### config.mk
export PLATFORM = sky130hd
export DESIGN_NAME = ternary_fetch_unit
export DESIGN_NICKNAME = d
export VERILOG_FILES = /design/src/rtl/ternary_fetch_unit.sv
export SDC_FILE = /design/constraint.sdc
export NUM_CORES = 1
export LEC_CHECK = 0
export CORE_MARGIN = 2
export CORE_UTILIZATION = 45
export CTS_BUF_LIST = sky130_fd_sc_hd__clkbuf_16
export DETAILED_ROUTE_END_ITERATION = 16
export GPL_ROUTABILITY_DRIVEN = 0
export PLACE_DENSITY_LB_ADDON = 0.15
export SYNTH_ARGS = -nofsm -noshare
export SYNTH_HDL_FRONTEND = slang
export SYNTH_SLANG_ARGS = --single-unit
### constraint.sdc
create_clock -name clk -period 2.2 [get_ports clk]
set_input_delay 0.33 -clock clk [delete_from_list [all_inputs] [get_ports clk]]
set_output_delay 0.33 -clock clk [all_outputs]
set_load 0.005 [all_outputs]
### src/rtl/ternary_fetch_unit.sv
// ternary_fetch_unit -- instruction-fetch front end for the balanced-ternary
// pipeline. Issues one fetch at a time to a variable-latency instruction
// memory, buffers responses in a small prefetch FIFO that feeds decode, and
// handles redirects (with squash of in-flight responses) and a clean halt.
//
// Optional feature: define TERNARY_FETCH_PERF_EN to build the performance
// counters; without it perf_fetches/perf_squashes are tied to zero.
//
// Ports:
//   clk, rst                   clock, synchronous active-high reset
//   imem_req / imem_addr       one-cycle fetch request and its address
//   imem_rvalid / imem_rdata   memory response (at least one cycle after req)
//   out_valid/out_ready        decode handshake on the FIFO head
//   out_instr / out_pc         head instruction and its PC
//   redirect_valid/_pc         taken branch/jump from EX/ID
//   halt_req / halted          sticky stop request / fully stopped
//   queue_count                registered FIFO occupancy
//   perf_fetches/_squashes     accepted responses / discarded + flushed
//   dbg_state                  FSM state (IDLE=0, WAIT=1, DRAIN=2, HALT=3)
//
// Handshake: a FIFO entry moves to decode in any cycle where out_valid and
// out_ready are both high at the rising edge; out_valid never depends on
// out_ready, and the head stays stable until it is accepted or flushed.

package ternary_pkg;
  typedef logic [1:0] trit_t;
  localparam trit_t T_ZERO    = 2'b00;
  localparam trit_t T_POS_ONE = 2'b01;
  localparam trit_t T_NEG_ONE = 2'b10;
endpackage

module ternary_fetch_unit
  import ternary_pkg::*;
#(
  parameter int PC_TRITS    = 8,
  parameter int INSTR_TRITS = 9,
  parameter int QUEUE_DEPTH = 4,
  localparam int CNT_W      = $clog2(QUEUE_DEPTH + 1)
) (
  input  logic                        clk,
  input  logic                        rst,
  output logic                        imem_req,
  output trit_t [PC_TRITS-1:0]        imem_addr,
  input  logic                        imem_rvalid,
  input  trit_t [INSTR_TRITS-1:0]     imem_rdata,
  output logic                        out_valid,
  input  logic                        out_ready,
  output trit_t [INSTR_TRITS-1:0]     out_instr,
  output trit_t [PC_TRITS-1:0]        out_pc,
  input  logic                        redirect_valid,
  input  trit_t [PC_TRITS-1:0]        redirect_pc,
  input  logic                        halt_req,
  output logic                        halted,
  output logic [CNT_W-1:0]            queue_count,
  output logic [31:0]                 perf_fetches,
  output logic [31:0]                 perf_squashes,
  output logic [1:0]                  dbg_state
);

  localparam int PTR_W = $clog2(QUEUE_DEPTH);

  typedef trit_t [PC_TRITS-1:0]    pc_t;
  typedef trit_t [INSTR_TRITS-1:0] instr_t;

  typedef enum logic [1:0] {
    IDLE  = 2'd0,
    WAIT  = 2'd1,
    DRAIN = 2'd2,
    HALT  = 2'd3
  } state_e;

  // Balanced-ternary +1: a +1 trit rolls to -1 and carries, so the all-+1
  // maximum wraps to all -1.
  function automatic pc_t pc_inc(input pc_t pc);
    pc_t  res;
    logic carry;
    res   = pc;
    carry = 1'b1;
    for (int i = 0; i < PC_TRITS; i++) begin
      if (carry) begin
        case (pc[i])
          T_NEG_ONE: begin res[i] = T_ZERO;    carry = 1'b0; end
          T_POS_ONE: begin res[i] = T_NEG_ONE; carry = 1'b1; end
          default:   begin res[i] = T_POS_ONE; carry = 1'b0; end
        endcase
      end
    end
    return res;
  endfunction

  state_e            state_q, state_d;
  pc_t               fetch_pc_q, fetch_pc_d;
  pc_t               req_pc_q;
  logic              halt_q;
  logic [PTR_W-1:0]  head_q, tail_q;
  logic [CNT_W-1:0]  count_q;
  pc_t               pc_mem    [QUEUE_DEPTH];
  instr_t            instr_mem [QUEUE_DEPTH];

  logic halting, full, pop, push, redirect_en;

  assign halting     = halt_q | halt_req;
  assign full        = (count_q == CNT_W'(QUEUE_DEPTH));
  assign out_valid   = (count_q != '0);
  assign pop         = out_valid & out_ready;
  // HALT is terminal: redirects are ignored there.
  assign redirect_en = redirect_valid & (state_q != HALT);
  assign imem_req    = ~rst & (state_q == IDLE) & ~halting & ~full;
  assign imem_addr   = fetch_pc_q;
  // A response that coincides with a redirect belongs to the old stream.
  assign push        = (state_q == WAIT) & imem_rvalid & ~redirect_en;

  assign out_instr   = out_valid ? instr_mem[head_q] : '0;
  assign out_pc      = out_valid ? pc_mem[head_q]    : '0;
  assign halted      = (state_q == HALT);
  assign queue_count = count_q;
  assign dbg_state   = state_q;

  always_comb begin
    state_d    = state_q;
    fetch_pc_d = fetch_pc_q;
    case (state_q)
      IDLE: begin
        if (imem_req)     state_d = WAIT;
        else if (halting) state_d = HALT;
      end
      WAIT: begin
        if (imem_rvalid) begin
          fetch_pc_d = pc_inc(req_pc_q);
          state_d    = halting ? HALT : IDLE;
        end
      end
      DRAIN: begin
        if (imem_rvalid) state_d = halting ? HALT : IDLE;
      end
      default: state_d = HALT;
    endcase
    if (redirect_en) begin
      fetch_pc_d = redirect_pc;
      // Any request still in flight (including one issued this cycle) must
      // have its response swallowed before fetching resumes.
      if ((state_q == WAIT && !imem_rvalid) || (state_q == IDLE && imem_req))
        state_d = DRAIN;
    end
  end

  always_ff @(posedge clk) begin
    if (rst) begin
      state_q    <= IDLE;
      fetch_pc_q <= '0;
      req_pc_q   <= '0;
      halt_q     <= 1'b0;
      head_q     <= '0;
      tail_q     <= '0;
      count_q    <= '0;
    end else begin
      state_q    <= state_d;
      fetch_pc_q <= fetch_pc_d;
      halt_q     <= halting;
      if (imem_req) req_pc_q <= fetch_pc_q;
      if (redirect_en) begin
        head_q  <= '0;
        tail_q  <= '0;
        count_q <= '0;
      end else begin
        if (pop)
          head_q <= (head_q == PTR_W'(QUEUE_DEPTH - 1)) ? '0 : head_q + 1'b1;
        if (push)
          tail_q <= (tail_q == PTR_W'(QUEUE_DEPTH - 1)) ? '0 : tail_q + 1'b1;
        count_q <= count_q + CNT_W'(push) - CNT_W'(pop);
      end
    end
  end

  // Storage needs no reset: outputs are masked while the FIFO is empty.
  always_ff @(posedge clk) begin
    if (push) begin
      pc_mem[tail_q]    <= req_pc_q;
      instr_mem[tail_q] <= imem_rdata;
    end
  end

`ifdef TERNARY_FETCH_PERF_EN
  logic [31:0]      perf_fetches_q, perf_squashes_q;
  logic             discard;
  logic [CNT_W-1:0] flushed;

  assign discard = imem_rvalid & ((state_q == DRAIN) | ((state_q == WAIT) & redirect_en));
  // A head handed to decode in the redirect cycle counts as delivered.
  assign flushed = redirect_en ? (count_q - CNT_W'(pop)) : '0;

  always_ff @(posedge clk) begin
    if (rst) begin
      perf_fetches_q  <= '0;
      perf_squashes_q <= '0;
    end else begin
      if (push) perf_fetches_q <= perf_fetches_q + 32'd1;
      perf_squashes_q <= perf_squashes_q + 32'(discard) + 32'(flushed);
    end
  end

  assign perf_fetches  = perf_fetches_q;
  assign perf_squashes = perf_squashes_q;
`else
  assign perf_fetches  = '0;
  assign perf_squashes = '0;
`endif

endmodule

Word-level counts from Yosys, hierarchy flattened

Memory sizes are Yosys's and may differ from the RTL's. A register that Yosys moved wholly into a read port is not among the register bits.
Index checks and enable logic that the tools add are counted.

Flip-flop bits (word level): 42
RAM bits: 136
Memories kept: 2
Logic and storage cells: 135
Output and inout bits: 122
Bits of input ports: 40

Memory list:

| memory    | words | width | read ports | clocked after Yosys merged registers in | write ports | line | RTL |
|---|---|---|---|---|---|---|---|
| instr_mem | 4     | 18    | 1          | 1                                       | 1           | 98   | `instr_t instr_mem [QUEUE_DEPTH];` |
| pc_mem    | 4     | 16    | 1          | 1                                       | 1           | 97   | `pc_t pc_mem [QUEUE_DEPTH];` |

Bitwise gates (word level): 12
$add $sub $neg: 4
Reductions and logical operators: 11
Multiplexer cells: 62
Equal/unequal tests: 23

Operators with widths:

| kind                | number |
|---|---|
| $mux 16             | 4 |
| $mux 2              | 19 |
| $pmux 2 s2          | 9 |
| $mux 1              | 29 |
| $eq 2x2->1 const B  | 12 |
| $eq 2x1->1 const B  | 9 |
| $mux 18             | 1 |
| $and 1x1->1         | 7 |
| $add 2x1->2 const B | 2 |
| $not 1->1           | 4 |
| $reduce_bool 2->1   | 2 |
| $reduce_or 2->1     | 2 |
| $add 3x1->3         | 1 |
| $eq 3x3->1 const B  | 1 |
| $reduce_bool 3->1   | 1 |
| $sub 3x1->3         | 1 |
| $logic_and 1x1->1   | 2 |
| $logic_not 2->1     | 1 |
| $ne 2x2->1 const B  | 1 |
| $reduce_and 2->1    | 1 |
| $logic_not 1->1     | 1 |
| $logic_or 1x1->1    | 1 |
| $or 1x1->1          | 1 |

Longest topological paths before layout

Depth in word-level cells: 26
Depth in mapped cells: 11
Gate-level depth less buffers: 11

Worst setup path after synthesis

OpenSTA, ideal clock, no wires.

Kind: register to register
From: register state_q[0], in the netlist dbg_state[0]
To: memory instr_mem[3][0] (netlist bit) (enable)
Setup slack: -292 ps
Clock period less this slack: 2,492 ps
Cell stages (with the launch flop): 6
Setup time: 394 ps
Arrival time: 2,098 ps
Data required time: 1,806 ps
Path buffers: 1
Path through: dfxtp_1 -> ha_1 -> nor2b_4 -> buf_2 -> nor2_1 -> and2_1

Longest elaborated chain between the ends: 6
Elaborated cells on any way between the ends: 8
Those cells by class: eq/ne (2); mux (2); bitwise (4)

RTL lines:

| element                          | line | RTL |
|---|---|---|
| from (decl)                      | 91   | `state_e state_q, state_d;` |
| from (signal assigned)           | 157  | `state_q <= state_d;` |
| $ne 2x2->1                       | 107  | `assign redirect_en = redirect_valid & (state_q != HALT);` |
| $and 1x1->1                      | 107  |  |
| $not 1->1                        | 111  | `assign push = (state_q == WAIT) & imem_rvalid & ~redirect_en;` |
| $and 1x1->1 (*)                  | 111  |  |
| $mux 1 (*)                       | 177  | `if (push) begin` |
| $mux 1 (implied by the code) (*) | 179  | `instr_mem[tail_q] <= imem_rdata;` |
| to (decl)                        | 98   |  |

Every way passes the cells marked *; elsewhere a longest branch is shown, timed or not.

==> flow_metrics.tcl <==
set metrics [dict create \
    status "complete, no violations" \
    num-fill-cells 1470 \
    holdPathStages 3 \
    min_to "imem_addr[0]$_SDFFE_PP0P_" \
    grt_max_degree 42 \
    synth_top_area_cell "edfxtp_1" \
    holdWs_ps 485 \
    finalCritPeriodShare_pct 97.9 \
    critical-path-max-stage-delay_ps 500 \
    grt_pass1_vias 4568 \
    synthTopCellsByArea "edfxtp_1 (50%), dfxtp_1 (11%), mux4_2 (9.5%)" \
    p_sw_share_pct 25.2 \
    slowest_stage "mux4_2" \
    dp_cells 872 \
    p_total_w 0.00831 \
    antenna_found_initial 0 \
    grt_pass1_wl_um 24400 \
    power.switching_w 0.00209 \
    setup_viol_count_final 0 \
    die_w_um 138 \
    crit_fanout 6 \
    ir_drop_mv 0.727 \
    seqPwrFrac_pct 47.5 \
    viasPerCell 4.91 \
    synth_cell_types 45 \
    nNetsFinal 739 \
    combPwrFrac_pct 18.3 \
    antennaDiodeCount 0 \
    rsz0062_at_grt "true" \
    final_util_pct 55.9 \
    worstHoldStart "redirect_pc[0]" \
    die_area_mm2 0.0191 \
    start_kind "flop" \
    drive_above_1_share_pct 26.8 \
    synth.avg_cell_area_um2 14.8 \
    drv_cap 0 \
    start_util_pct 45.4 \
    rows 49 \
    ios 162 \
    max_freq_mhz 464 \
    hp-class "primary input to flop" \
    ys_seq_area_share_pct 61.3 \
    drc_errors 0 \
    cts_buffers 17 \
    p_int_w 0.00621 \
    required_ps 1870 \
    ff2ff_setup_slack_ps 90 \
    ctsHoldBuffers 0 \
    cellPowerDensity_mw_per_mm2 833 \
    syn_area_mm2 0.00810 \
    cts_tree "built" \
    fin_skew_ps 11.1 \
    grt_usage_pct 16.4 \
    routed-via-count 4493 \
    crit_path_end_kind "output pin" \
    ys_warn_count 0 \
    path_class "flop to output pin" \
    total_leakage_power_nw 3.64 \
    crit_chain "buf_6 -> clkbuf_16 -> mux4_2 -> and2_4 -> clkbuf_2" \
    htree_levels 4 \
    synthToLayoutAreaGrowth_pct 23.0 \
    synth_top_area_share_pct 50.4 \
    dp_hpwl_um 9780 \
    cp.arrival_ps 1820 \
    syn-instance-count 549 \
    finalHoldViolCount 0 \
    dr.pass1.iters 7 \
    postRouteAntennaNets 0 \
    clkLatencyLatePin_ps 430 \
    report.final.slew_viol_count 0 \
    core-area_mm2 0.0178 \
    path_clk_slew_ps 70 \
    final_cells 915 \
    synth_seq_cells 180 \
    drtIter0Drc 193 \
    period_needed_ps 2150 \
    wl_per_cell_um 16.6 \
    rr_endpoint "queue_count[1]$_SDFF_PP0_" \
    rr_worst_depth 8 \
    tns_ps 0 \
    cts_buffer_depth 2 \
    worst_r2r_startpoint "queue_count[2]$_SDFF_PP0_" \
    io_buffers 97 \
    clock-root-buffer "clkbuf_16" \
    cts_sinks 180 \
    routed_wl_um 15200 \
    grt.overflow.total 0 \
    power_frac_clock_pct 34.3 \
    die_h_um 138 \
]
[what timing repair did]
action                     4_1_cts  5_1_grt
pin swaps                       29        5
setup buffers                    1        8
resized for setup               97       40
gates cloned                     1        1
setup endpoints to repair       36       37
[synth_stat cells (all sizes together)]
| library cell | instances |
|---|---|
| edfxtp | 136 |
| buf | 83 |
| dfxtp | 44 |
| and2 | 38 |
| nor2 | 37 |
| mux4 | 34 |
| ha | 25 |
| nand2 | 23 |
| mux2i | 22 |
| inv | 19 |
| a21oi | 17 |
| clkbuf | 9 |
| a311oi | 6 |
| nand3b | 6 |
| o41ai | 6 |
| a211o | 5 |
| and3 | 4 |
| nand3 | 4 |
| o21ai | 4 |
| o211ai | 3 |
| a21boi | 2 |
| a311o | 2 |
| a41o | 2 |
| nor2b | 2 |
| or3 | 2 |
| xnor2 | 2 |
| a31oi | 1 |
| and4 | 1 |
| conb | 1 |
| fa | 1 |
| nand2b | 1 |
| nor3 | 1 |
| nor3b | 1 |
| nor4b | 1 |
| o221a | 1 |
| o221ai | 1 |
| o311a | 1 |
| o41a | 1 |
[layout make-up]
| cell class | count | area (um^2) | share of cell area (%) |
|---|---|---|---|
| well taps | 229 | 287 | 2.87 |
| repair buffers | 134 | 1320 | 13.2 |
| inverters | 19 | 71.3 | 0.716 |
| flip-flops and latches | 180 | 4970 | 49.9 |
| multi-input cells | 321 | 2760 | 27.7 |
| clock buffers | 17 | 425 | 4.27 |
| clock inverters | 15 | 133 | 1.33 |
[how the worst max path moves through the flow]
stage,from,end,slack (ps),cells past startpoint
6_report,flop,out_instr[2],50,5
5_1_grt,flop,out_instr[2],-10,5
4_1_cts,flop,out_pc[12],-280,4
3_5_place_dp,redirect_valid,queue_count[2]$_SDFF_PP0_,-110,10
3_3_place_gp,redirect_valid,queue_count[2]$_SDFF_PP0_,-50,10
2_1_floorplan,dbg_state[0]$_SDFF_PP0_,queue_count[1]$_SDFF_PP0_,40,10
[cells by family (layout without fill, tap and decap cells)]
logic type | Yosys count | in the layout | synth area share, %
xor gates and xnor gates | 2 | 2 | 0.216
DFF | 180 | 180 | 61.3
adders and majority gates | 26 | 26 | 4.11
other | 1 | 64 | 0.0463
buffers and inverters | 111 | 185 | 8.90
muxes | 56 | 56 | 12.2
and+or+nand+nor | 121 | 121 | 7.94
AOI/OAI and AO/OA | 52 | 52 | 5.33
[routing by layer]
| layer | share of wire (%) | global-route usage [%] | up-vias |
|---|---|---|---|
| met5 | 0 | 0 | - |
| met4 | 1.6 | 5.64 | 0 |
| met3 | 3.9 | 3.36 | 18 |
| met2 | 50 | 27.8 | 109 |
| met1 | 45 | 21.2 | 2220 |
| li1 | - | - | 2146 |
[placed cells by master, fill, tap and decap left out, drive strengths merged, types with 3 or more instances in the layout]
cell type,instances
clkdlybuf4s50,61
o21ai,4
a311oi,6
o41ai,6
buf,37
ha,25
nand3b,6
clkbuf,45
conb,64
a21oi,17
and2,38
nand3,4
clkdlybuf4s15,5
edfxtp,136
a211o,5
o211ai,3
inv,23
dfxtp,44
nand2,23
mux4,34
clkinvlp,3
nor2,37
and3,4
mux2i,22
clkinv,7
[stage by stage]
| step | setup slack [ps] | cell area (um^2) |
|---|---|---|
| 2_1_floorplan | 35.2 | 8360 |
| 3_3_place_gp | -51.2 | 9310 |
| 3_5_place_dp | -112 | 9310 |
| 4_1_cts | -276 | 9970 |
| 5_1_grt | -11.1 | 9970 |
| 6_report | 46.8 | 9970 |
[power by group through the flow]
stage | logic, W | clock network [W] | registers (W)
4_1_cts | 0.00151 | 0.00292 | 0.00395
5_1_grt | 0.00167 | 0.00305 | 0.00396
3_3_place_gp | 0.00140 | 0 | 0.00401
6_report | 0.00152 | 0.00285 | 0.00394
2_1_floorplan | 0.000825 | 0 | 0.00399
3_5_place_dp | 0.00143 | 0 | 0.00402
[critical path, delay by kind of cell (launching register included)]
kind / cells / cell delay [ps]
flops: 1 / 380
mux: 1 / 500
simple gates: 1 / 150
buf+inv: 3 / 370
[state kept, by name, indices dropped and copies added (netlist names), named ones only]
register / flops
instr_mem: 72
pc_mem: 64
imem_addr: 16
req_pc_q: 16
queue_count: 3
dbg_state: 2
head_q: 2
tail_q: 2
halt_q: 1
Power figures use the tool's default switching activity.
==> variant 1, RTL diff (config.mk and constraints unchanged) <==
Register the output `dbg_state` once more, with the module's reset; this adds one clock of latency there. The other outputs are not delayed to match.
--- a/src/rtl/ternary_fetch_unit.sv
+++ b/src/rtl/ternary_fetch_unit.sv
@@ -114,7 +114,13 @@
   assign out_pc      = out_valid ? pc_mem[head_q]    : '0;
   assign halted      = (state_q == HALT);
   assign queue_count = count_q;
-  assign dbg_state   = state_q;
+  always_ff @(posedge clk) begin
+    if (rst) begin
+      dbg_state <= '0;
+    end else begin
+      dbg_state <= state_q;
+    end
+  end
 
   always_comb begin
     state_d    = state_q;
Formal check against the unedited RTL: not equivalent (a bounded check fails within 4 cycles, from zero or initial values and one cycle with rst high).
==> variant 1 against the unedited design <==
The flow now finishes with violations (setup timing). Total power grew 6.2%. Synthesized area grew 0.79%. Via count grew 5.4%. Wire length grew 8.3%. Cell area grew 3.8%. Setup slack lost 0.063 ns. Sequential cell count grew 2. Clock skew shrank 0.0039 ns. Critical path type unchanged.
==> variant 1: results <==
{
  "run_status": "finished, violations left",
  "vias_per_cell": 5.04,
  "synthesis.area_sq_um": 8160,
  "timing.hold.worst_path_depth": 2,
  "num-nonclk-buffers": 146,
  "grt_pass1_vias": 4719,
  "clock-skew-final_ns": 0.00716,
  "maximum_number_of_pins_on_one_net_before_global_route_repair": 44,
  "finalHoldWorstSlack_ns": 0.485,
  "setup_viol": 1,
  "ys_ff_latch": 182,
  "finish.cell_count_without_fillers": 939,
  "initialDrtViolationCount": 249,
  "pre_cts_ws_ns": -0.226,
  "finalCoreUtilization_pct": 57.8,
  "post_route_cells_drive_above_1_share_pct": 28.7,
  "sh_seq_area_pct": 48.5,
  "clock_net_power_mw": 3.19,
  "finalNetCount": 764,
  "detailroute.wirelength.met2_mm": 8.09,
  "yosysSeqAreaShare_pct": 61.3,
  "layout_clock_area_share_pct": 6.04,
  "critical_path.max_fanout": 8,
  "number_of_buffers_inserted_by_post_cts_setup_repair": 25,
  "detailed_place.area_sq_um": 9360,
  "switching_power_mw": 2.14,
  "synth_compound_gate_area_share_pct": 5.16,
  "hold_path.startpoint": "imem_addr[5]",
  "crit-reg2reg-launch": "state_q[0]",
  "violations": "setup timing",
  "postLayoutSetupSlackWorst_ns": -0.0162,
  "critical_path.endpoint": "out_pc[2]",
  "drt-met1-wl_mm": 7.37,
  "final.setup.tns_ns": -0.0162,
  "grt_util_met1_pct": 22.9,
  "irDropWorstVdd_mv": 0.626
}
==> variant 1: cell count changes after synthesis, sizes merged, moves of 4 or more <==
| cell | unedited run | this run |
|---|---|---|
| nand2 | 23 | 30 |
| o21ai | 4 | 10 |
| a311oi | 6 | 2 |
| nand4 | 0 | 4 |
==> variant 1: worst register-to-register path: cells and delay by family (launching register included) <==
kind	cells	cell delay (ns)
AND/OR/NAND/NOR	3	0.37
flip-flops	1	0.40
XOR/XNOR	2	0.28
adder cells (fa/ha/maj)	4	0.93
buffers and inverters	2	0.08
==> variant 1: logic make-up (layout without fill, tap and decap cells) <==
family / count (synthesis) / in the layout
flip-flops: 182 / 182
AND/OR/NAND/NOR: 134 / 134
buffers and inverters: 112 / 196
multiplexers: 54 / 54
AO/OA/AOI/OAI: 52 / 52
adder cells (fa/ha/maj): 26 / 26
XOR/XNOR: 2 / 2
other: 1 / 64
==> variant 2, RTL diff (same settings) <==
Without the edit above. Add a define of `TERNARY_FETCH_PERF_EN`.
--- a/src/rtl/ternary_fetch_unit.sv
+++ b/src/rtl/ternary_fetch_unit.sv
@@ -21,6 +21,8 @@
 // Handshake: a FIFO entry moves to decode in any cycle where out_valid and
 // out_ready are both high at the rising edge; out_valid never depends on
 // out_ready, and the head stays stable until it is accepted or flushed.
+
+`define TERNARY_FETCH_PERF_EN
 
 package ternary_pkg;
   typedef logic [1:0] trit_t;
Formal check against the unedited RTL: not equivalent (a bounded check fails within 4 cycles, from zero or initial values and one cycle with rst high).
==> variant 2 against the unedited design <==
Cell area increased by 52%. Sequential cell count increased by 64. Synthesized area rose by 34%. Total power is 34% higher. Wire length is 71% higher. Via count up 77%. Critical path depth grew 8. The run now ends with setup timing left. Setup slack got worse by 0.53 ns. Fmax is 20% lower.
==> variant 2: results <==
{
  "violations": "setup timing",
  "final.setup.tns_ns": -15.55,
  "core_rows": 56,
  "tritoncts_num_sinks": 244,
  "vias_per_cell": 5.36,
  "detailed_place.area_sq_um": 13500,
  "maxUsedRoutingLayer": "met5",
  "cts.path.max_buffers": 3,
  "timing.hold.worst_path_depth": 5,
  "avg_synthesized_cell_area_sq_um": 12.2,
  "leakagePower_nw": 5.41,
  "number_of_buffers_inserted_by_post_cts_setup_repair": 31,
  "path_class": "reg -> reg",
  "clk_latency_ns": 0.51,
  "sh_seq_area_pct": 41.4,
  "post_cts_resized": 192,
  "rr_worst_depth": 13,
  "num-nonclk-buffers": 281,
  "detailroute.wirelength.met2_mm": 12.6,
  "inv_count": 27,
  "multiInputGateArea_sq_um": 4810,
  "crit_path_max_incr_delay_ns": 0.42,
  "grt_first_pass_wirelength_mm": 41.3,
  "layout_clock_area_share_pct": 5.04,
  "routed_wirelength_mm": 26.0,
  "multi_input_logic_portion_of_the_cell_area_pct": 31.9,
  "synth.cells.most_frequent": "edfxtp_1, dfxtp_1, nor2_1",
  "clock_net_power_mw": 3.93,
  "final.period_utilization_pct": 122,
  "area_share_nonclk_buffers_pct": 18.3,
  "run_status": "finished, violations left",
  "placed_cells_incl_taps": 1397,
  "path_delay_family": "simple AND/OR/NAND/NOR gates",
  "postLayoutSetupSlackWorst_ns": -0.488,
  "maximum_number_of_pins_on_one_net_before_global_route_repair": 126,
  "post_route_cells_drive_above_1_share_pct": 29.3,
  "internal-power_mw": 8.34,
  "hold_path.startpoint": "rst",
  "finalNetCount": 1216,
  "num-fill-cells": 1878,
  "irDropWorstVdd_mv": 0.616,
  "setup_viol": 64,
  "crit-reg2reg-launch": "queue_count[0]",
  "worst_path_max_delay_cell": "or3_4",
  "number_of_antenna_violations_at_the_first_check_in_global_routing": 1,
  "grt_pass1_vias": 7840,
  "post_synth_num_cell_types": 53,
  "power.switching_fraction_pct": 25.1
}
[variant 2: cell types whose count changed after synthesis, moves of 20 or more]
cell / change
dfxtp_1: +64
nor2b_1: +23
nand2_1: +29
o31ai_1: +20
nor4_1: +23
nor2_1: +41
clkbuf_1: +28
buf_4: -67
a21oi_1: +30
[variant 2: worst paths after layout]
check / to
setup reg to reg: perf_squashes[31]
hold / removal: dbg_state[1]
setup / recovery: perf_squashes[31]
hold reg to reg: imem_addr[6]
[variant 2: cell families (layout without fill, tap and decap cells)]
kind of cell / count (synthesis) / count (layout) / share of synthesized area (%)
buffers and inverters: 82 / 353 / 3.00
and+or+nand+nor: 322 / 324 / 16.1
adders and majority gates: 32 / 32 / 3.90
DFF: 244 / 244 / 57.7
muxes: 73 / 73 / 10.9
AOI/OAI and AO/OA: 118 / 118 / 7.02
xor gates and xnor gates: 18 / 18 / 1.46
